### config.mk
export PLATFORM = sky130hd
export DESIGN_NAME = r5p_degu_tcb_arb
export DESIGN_NICKNAME = d
export VERILOG_FILES = /design/src/rtl/r5p_degu_tcb_arb.sv
export SDC_FILE = /design/constraint.sdc
export NUM_CORES = 1
export LEC_CHECK = 0
export CAP_MARGIN = 20
export CORE_AREA = 8 8 116 118
export DETAILED_ROUTE_END_ITERATION = 8
export DIE_AREA = 0 0 124 126
export PLACE_DENSITY = 0.75
export SYNTH_ARGS = -nofsm -noshare
export SYNTH_HDL_FRONTEND = slang
export SYNTH_SLANG_ARGS = --single-unit
export TNS_END_PERCENT = 20
### constraint.sdc
create_clock -name clk -period 1.8 [get_ports clk]
set_input_delay 0.36 -clock clk [delete_from_list [all_inputs] [get_ports clk]]
set_output_delay 0.36 -clock clk [all_outputs]
set_load 0.02 [all_outputs]
### src/rtl/r5p_degu_tcb_arb.sv
// Two-manager TCB arbiter: merges the IFU and LSU busses onto one subordinate
// and steers each response back to its requester after the fixed delay DLY.
module r5p_degu_tcb_arb #(
  parameter int DLY = 1,
  parameter int AW  = 32,
  parameter int DW  = 32,
  parameter int BW  = DW/8,
  parameter bit RR  = 1'b1
) (
  input  logic          clk,
  input  logic          rst,
  // IFU manager
  input  logic          ifu_vld,
  input  logic          ifu_wen,
  input  logic [AW-1:0] ifu_adr,
  input  logic [BW-1:0] ifu_ben,
  input  logic [DW-1:0] ifu_wdt,
  output logic          ifu_rdy,
  output logic [DW-1:0] ifu_rdt,
  output logic          ifu_err,
  // LSU manager
  input  logic          lsu_vld,
  input  logic          lsu_wen,
  input  logic [AW-1:0] lsu_adr,
  input  logic [BW-1:0] lsu_ben,
  input  logic [DW-1:0] lsu_wdt,
  output logic          lsu_rdy,
  output logic [DW-1:0] lsu_rdt,
  output logic          lsu_err,
  // shared subordinate
  output logic          sub_vld,
  output logic          sub_wen,
  output logic [AW-1:0] sub_adr,
  output logic [BW-1:0] sub_ben,
  output logic [DW-1:0] sub_wdt,
  input  logic          sub_rdy,
  input  logic [DW-1:0] sub_rdt,
  input  logic          sub_err,
  output logic          sub_gnt
);

  // Handshake: a transfer happens on any port in a cycle where vld & rdy are
  // both high; a manager holds vld and its fields stable until it sees rdy.

  logic lock_q, lock_d;
  logic lgnt_q, lgnt_d;
  logic last_q, last_d;
  logic gnt;
  logic xfer;
  logic rsp_v;
  logic rsp_id;
  logic ifu_sel;
  logic lsu_sel;

  // Grant: a stalled request keeps its owner; ties go round-robin or to the LSU.
  always_comb begin
    gnt = last_q;
    if (lock_q) begin
      gnt = lgnt_q;
    end else if (ifu_vld && !lsu_vld) begin
      gnt = 1'b0;
    end else if (!ifu_vld && lsu_vld) begin
      gnt = 1'b1;
    end else if (ifu_vld && lsu_vld) begin
      gnt = RR ? ~last_q : 1'b1;
    end
  end

  // Request path; held quiet while reset is asserted.
  always_comb begin
    sub_vld = ~rst & (gnt ? lsu_vld : ifu_vld);
    sub_wen = gnt ? lsu_wen : ifu_wen;
    sub_adr = gnt ? lsu_adr : ifu_adr;
    sub_ben = gnt ? lsu_ben : ifu_ben;
    sub_wdt = gnt ? lsu_wdt : ifu_wdt;
    ifu_rdy = ~rst & ~gnt & sub_rdy;
    lsu_rdy = ~rst &  gnt & sub_rdy;
    sub_gnt = gnt;
    xfer    = sub_vld & sub_rdy;
  end

  always_comb begin
    lock_d = lock_q;
    lgnt_d = lgnt_q;
    last_d = last_q;
    if (xfer) begin
      lock_d = 1'b0;
      last_d = gnt;
    end else if (sub_vld) begin
      lock_d = 1'b1;
      lgnt_d = gnt;
    end
  end

  always_ff @(posedge clk or posedge rst) begin
    if (rst) begin
      lock_q <= 1'b0;
      lgnt_q <= 1'b0;
      last_q <= 1'b1;
    end else begin
      lock_q <= lock_d;
      lgnt_q <= lgnt_d;
      last_q <= last_d;
    end
  end

  generate
    if (DLY == 0) begin : g_rsp_comb
      always_comb begin
        rsp_v  = xfer;
        rsp_id = gnt;
      end
    end else begin : g_rsp_pipe
      logic [DLY-1:0] v_q, v_d;
      logic [DLY-1:0] id_q, id_d;

      // Each stage carries {valid, owner} of one accepted request.
      always_comb begin
        v_d     = v_q;
        id_d    = id_q;
        v_d[0]  = xfer;
        id_d[0] = gnt;
        for (int i = 1; i < DLY; i++) begin
          v_d[i]  = v_q[i-1];
          id_d[i] = id_q[i-1];
        end
      end

      always_ff @(posedge clk or posedge rst) begin
        if (rst) begin
          v_q  <= '0;
          id_q <= '0;
        end else begin
          v_q  <= v_d;
          id_q <= id_d;
        end
      end

      always_comb begin
        rsp_v  = v_q[DLY-1];
        rsp_id = id_q[DLY-1];
      end
    end
  endgenerate

  always_comb begin
    ifu_sel = ~rst & rsp_v & ~rsp_id;
    lsu_sel = ~rst & rsp_v &  rsp_id;
    ifu_rdt = ifu_sel ? sub_rdt : '0;
    ifu_err = ifu_sel & sub_err;
    lsu_rdt = lsu_sel ? sub_rdt : '0;
    lsu_err = lsu_sel & sub_err;
  end

endmodule

==> After elaboration in Yosys (flattened, before gate mapping) <==
Cells that the tools add are included.
W data, S select, Z words.
{ "word_totals": {"regBits": 5, "in_bits": 176, "output_inout_bits": 139} }
{ "op_classes": {"n_mux": 13, "bitwise": 16, "n_reduce_logical": 7} }
{ "op_table": {"columns": ["operator", "n"], "rows": [
  ["$mux W32", 4],
  ["$and A1 B1 Y1", 11],
  ["$mux W1", 8],
  ["$not A1 Y1", 5],
  ["$mux W4", 1],
  ["$logic_and A1 B1 Y1", 3],
  ["$logic_not A1 Y1", 2],
  ["$reduce_and A2 Y1", 1],
  ["$reduce_bool A2 Y1", 1]
]} }

==> Depth between registers and ports, before layout <==
{ "logic_depth": {"depth_word": 10, "ltp_mapped": 7, "depth_no_buf": 4} }

==> Least setup slack after synthesis <==
Ideal clock, no wire load.
{ "synth_timing": {"kind": "reg2out", "start": "register last_q", "end": "output port ifu_rdy", "t_arrival_ps": 1525, "path_slack_ps": -85, "stages_incl_launch_ff": 7, "n_path_buf": 2, "cell_sequence": "dfstp_2 a21o_1 o21a_1 buf_6 buf_12 inv_1 nor2_1"} }
{ "synth_via": {"elab_chain_len": 8} }
{ "synth_lines": {"columns": ["element", "line_no", "source"], "rows": [
  ["from (decl)", "47", "logic last_q, last_d;"],
  ["from (signal assigned)", "103", "last_q <= last_d;"],
  ["$not A1 Y1", "65", "gnt = RR ? ~last_q : 1'b1;"],
  ["$mux W1 *", "64", "end else if (ifu_vld && lsu_vld) begin"],
  ["$mux W1 *", "62", "end else if (!ifu_vld && lsu_vld) begin"],
  ["$mux W1 *", "60", "end else if (ifu_vld && !lsu_vld) begin"],
  ["$mux W1 *", "58", "if (lock_q) begin"],
  ["via sub_gnt", "39", "output logic sub_gnt"],
  ["$not A1 Y1 *", "76", "ifu_rdy = ~rst & ~gnt & sub_rdy;"],
  ["$and A1 B1 Y1 * (2 in series)", "76", null],
  ["to (decl)", "18", "output logic ifu_rdy,"]
]} }
The timed path passes the listed nets; every way through them passes the cells marked *.

==> Final worst setup path <==
{ "layout_timing": {"start": "register last_q", "end": "output port sub_adr[12]"} }
{ "layout_via": {"elab_chain_len": 6} }
{ "layout_lines": {"columns": ["element", "line_no", "source"], "rows": [
  ["$not A1 Y1", "65", null],
  ["$mux W1 *", "64", null],
  ["$mux W1 *", "62", null],
  ["$mux W1 *", "60", null],
  ["$mux W1 *", "58", null],
  ["$mux W32 *", "73", "sub_adr = gnt ? lsu_adr : ifu_adr;"],
  ["to (decl)", "33", "output logic [AW-1:0] sub_adr,"]
]} }
Every way passes the cells marked *; elsewhere a longest branch is shown, timed or not.

==> Implementation_results.wiki <==
{| class="wikitable"
! Metric !! Value
|-
| Reg2Reg Capture Point || g_rsp_pipe.id_q$_DFF_PP0_
|-
| CP Class || reg -> out
|-
| Number of antenna violations at the first check in global routing || 0
|-
| Switching power || 2.06 mW
|-
| Worst slew slack as a fraction of its limit || 82.1%
|-
| CTS Root Buffer Type || sky130_fd_sc_hd__clkbuf_16
|-
| Number of fill cells || 1126
|-
| Via-per-instance ratio || 4.00
|-
| Sequential element share of the synthesized area || 6.62%
|-
| Effective utilization at floorplan || 16.3%
|-
| Post-layout instance area || 5440 um^2
|-
| Number of max-slew violations in the final report || 0
|-
| Routed wire per std cell || 20.5 um
|-
| Worst vdd ir || 0.738 mV
|-
| Violations in the final reports || negative setup slack
|-
| Largest net degree at the start of global routing || 34
|-
| Number of CTS-inserted buffers || 3
|-
| Power per cell area || 986 nW/um^2
|-
| P_int || 3.29 mW
|-
| Yosys warning count || 0
|-
| Area of the core || 11700 um^2
|-
| Setup violations, final || 72
|-
| Worst reg2reg path startpoint || last_q$_DFFE_PP1P_
|-
| Clock-pin transition on the worst setup and hold timing paths || 0.03 ns
|-
| Cell Count, Final, Fillers Out || 667
|-
| Number of global-route vias before repair || 2969
|-
| Final Skew || 0.00146 ns
|-
| Worst reg2reg path depth || 7
|-
| Worst endpoint data arrival time || 1.90 ns
|-
| Count of antenna-violating nets left after detailed routing || 0
|-
| Share of power burned in combinational logic || 89.4%
|-
| Number of design-rule violations left by the first detailed-router iteration || 74
|-
| Unrepaired setup endpoints after global routing || true
|-
| Synthesized area per cell || 10.5 um^2
|-
| Sequential Power Share || 3.5%
|-
| Path type of the worst min-delay path || in -> async
|-
| Number of failing hold endpoints at the final stage || 0
|-
| Post-Synthesis Cell Area || 1910 um^2
|-
| Post-layout minimum cycle time || 2.26 ns
|-
| Port bufs || 314
|-
| Count of boundary I/O pins || 315
|-
| Commonest non-fill, non-tap cell in the layout || sky130_fd_sc_hd__clkdlybuf4s50_1
|-
| Top library cells by usage in the layout, fill and taps aside || sky130_fd_sc_hd__clkdlybuf4s50_1, sky130_fd_sc_hd__buf_6, sky130_fd_sc_hd__mux2_4, sky130_fd_sc_hd__and2_1, sky130_fd_sc_hd__buf_2
|-
| Htree depth || 1
|-
| Wire length reported by the detailed router || 13600 um
|-
| Global-route wire length before repair || 18900 um
|-
| Die span in x || 124 um
|-
| Clk network pwr share || 7.0%
|-
| Post-synthesis register bit count || 5
|-
| Net switching share of the total power || 38.5%
|-
| Worst skew pair latency || 0.23 ns
|-
| CTS max path bufs || 2
|-
| Launching element type of the critical path || register
|-
| Fmax || 0.442 GHz
|-
| Global placer's final weighted congestion || 0.892
|-
| Clock tree from TritonCTS || yes
|-
| Final critical-path setup slack || -0.460 ns
|-
| Clock tree sinks || 5
|-
| # nets final || 697
|-
| Result of the run || finished with violations
|-
| Count of standard-cell rows || 40
|-
| Standby leakage power || 2.67 nW
|-
| Detailed Routing Iterations Pass 1 || 4
|-
| # hold bufs at CTS || 0
|-
| Total half-perimeter wirelength after legalization and detailed placement || 11800 um
|-
| Post-DP Area || 5300 um^2
|-
| Final global-route overflow total || 0
|-
| Fraction of final layout cells sized beyond drive strength 1 || 49.4%
|-
| Highest net fanout along the worst path || 5
|-
| Die Y-Extent || 126 um
|-
| Post-synth cell types || 25
|-
| Routed vias || 2670
|-
| R2r setup slk || 0.36 ns
|-
| Area Overhead vs Synth || 185%
|-
| Max_cap viols || 0
|-
| Endpoint kind of the worst setup timing path || output pin
|-
| Overall fraction of global-route tracks in use || 15.8%
|-
| Hold slack final || 0.295 ns
|-
| Die area || 15600 um^2
|-
| Transition at the pin with the smallest max-transition slack || 0.267 ns
|-
| Part of the cycle the worst path needs || 126%
|-
| Syn Inst Count || 182
|-
| Cell count after placement || 650
|-
| Data required time at the worst endpoint || 1.44 ns
|-
| Mapped Nets || 358
|-
| Final routed DRC violation total || 0
|-
| Post-Route Setup TNS || -27.24 ns
|-
| Number of antenna cells inserted || 0
|}
==> worst max-delay path by stage <==
stage | slack [ns] | endpoint | from
2_1_floorplan | 0.005 | sub_adr[0] | ifu_vld
3_3_place_gp | -0.89 | sub_wdt[30] | ifu_vld
3_5_place_dp | -0.91 | sub_wdt[15] | ifu_vld
4_1_cts | -0.46 | sub_adr[10] | last_q$_DFFE_PP1P_
5_1_grt | -0.50 | sub_adr[12] | last_q$_DFFE_PP1P_
6_report | -0.46 | sub_adr[12] | last_q$_DFFE_PP1P_
==> cells in the mapped netlist, drive strengths merged <==
| master | instances | area share, % |
|---|---|---|
| a211oi | 1 | 0.39 |
| mux2 | 69 | 54 |
| a32o | 1 | 0.52 |
| nor3 | 1 | 0.26 |
| nor2 | 4 | 0.79 |
| a21oi | 2 | 0.52 |
| inv | 2 | 0.39 |
| a31oi | 1 | 0.33 |
| buf | 9 | 8.5 |
| dfstp | 1 | 1.4 |
| a41oi | 1 | 0.46 |
| mux2i | 1 | 0.52 |
| a21o | 1 | 0.39 |
| o21a | 1 | 0.39 |
| nor3b | 1 | 0.39 |
| nand2 | 4 | 0.79 |
| dfrtp | 4 | 5.2 |
| clkbuf | 6 | 1.2 |
| and2 | 66 | 22 |
| o21ai | 3 | 0.79 |
| and3 | 1 | 0.33 |
| nand2b | 1 | 0.33 |
| nor2b | 1 | 0.33 |
==> layout make-up <==
| class | count | area [um^2] | share of cell area (%) |
|---|---|---|---|
| flip-flops and latches | 5 | 126 | 2.33 |
| clock buffers | 4 | 78.8 | 1.45 |
| well taps | 147 | 184 | 3.38 |
| repair buffers | 349 | 3410 | 62.7 |
| inverters | 2 | 12.5 | 0.230 |
| multi-input cells | 160 | 1630 | 29.9 |
==> flip-flops by register name, indices dropped and copies added, names as in the netlist <==
name             count
g_rsp_pipe.id_q      1
last_q               1
lgnt_q               1
lock_q               1
g_rsp_pipe.v_q       1
==> per-stage QoR <==
step	util (%)	power, mW	setup WS [ns]
2_1_floorplan	-	2.64	0.00513
3_3_place_gp	45.2	4.19	-0.886
3_5_place_dp	45.2	4.27	-0.914
4_1_cts	45.2	5.23	-0.456
5_1_grt	46.4	5.56	-0.502
6_report	46.4	5.36	-0.460
==> kinds of logic after synthesis <==
group,after synthesis,share of synthesized area [%]
simple gates,79,24.9
mux,70,54.6
buf+inv,17,10.1
compound gates,11,3.80
flops,5,6.62
==> metal layers <==
layer,track usage (%),wire [um],vias up
met3,2.59,977,8
met5,0,0,-
li1,-,-,1304
met1,17.0,4940,1244
met4,1.89,92,0
met2,31.4,7640,114
==> what timing repair did <==
| action | CTS | global route |
|---|---|---|
| pin swaps | 4 | 3 |
| setup buffers | 9 | 1 |
| gates cloned | 2 | 3 |
| gates resized for setup | 716 | 40 |
| endpoints found under the setup margin | 139 | 130 |
==> critical path, cell delays in order, from the launching register on <==
cell	delay, ns
sky130_fd_sc_hd__dfstp_2	0.54
sky130_fd_sc_hd__nor2_2	0.04
sky130_fd_sc_hd__o21a_4	0.23
sky130_fd_sc_hd__buf_6	0.14
sky130_fd_sc_hd__buf_6	0.13
sky130_fd_sc_hd__clkbuf_16	0.15
sky130_fd_sc_hd__mux2_4	0.30
sky130_fd_sc_hd__buf_6	0.14
==> power by group through the flow <==
stage | combinational (mW) | sequential [mW] | clock, mW
CTS | 4.67 | 0.187 | 0.379
detailed placement | 4.08 | 0.188 | 0
finish | 4.79 | 0.190 | 0.375
global placement | 4.01 | 0.184 | 0
floorplan | 2.45 | 0.193 | 0
global route | 4.98 | 0.197 | 0.386
(Power assumes the default switching activity.)
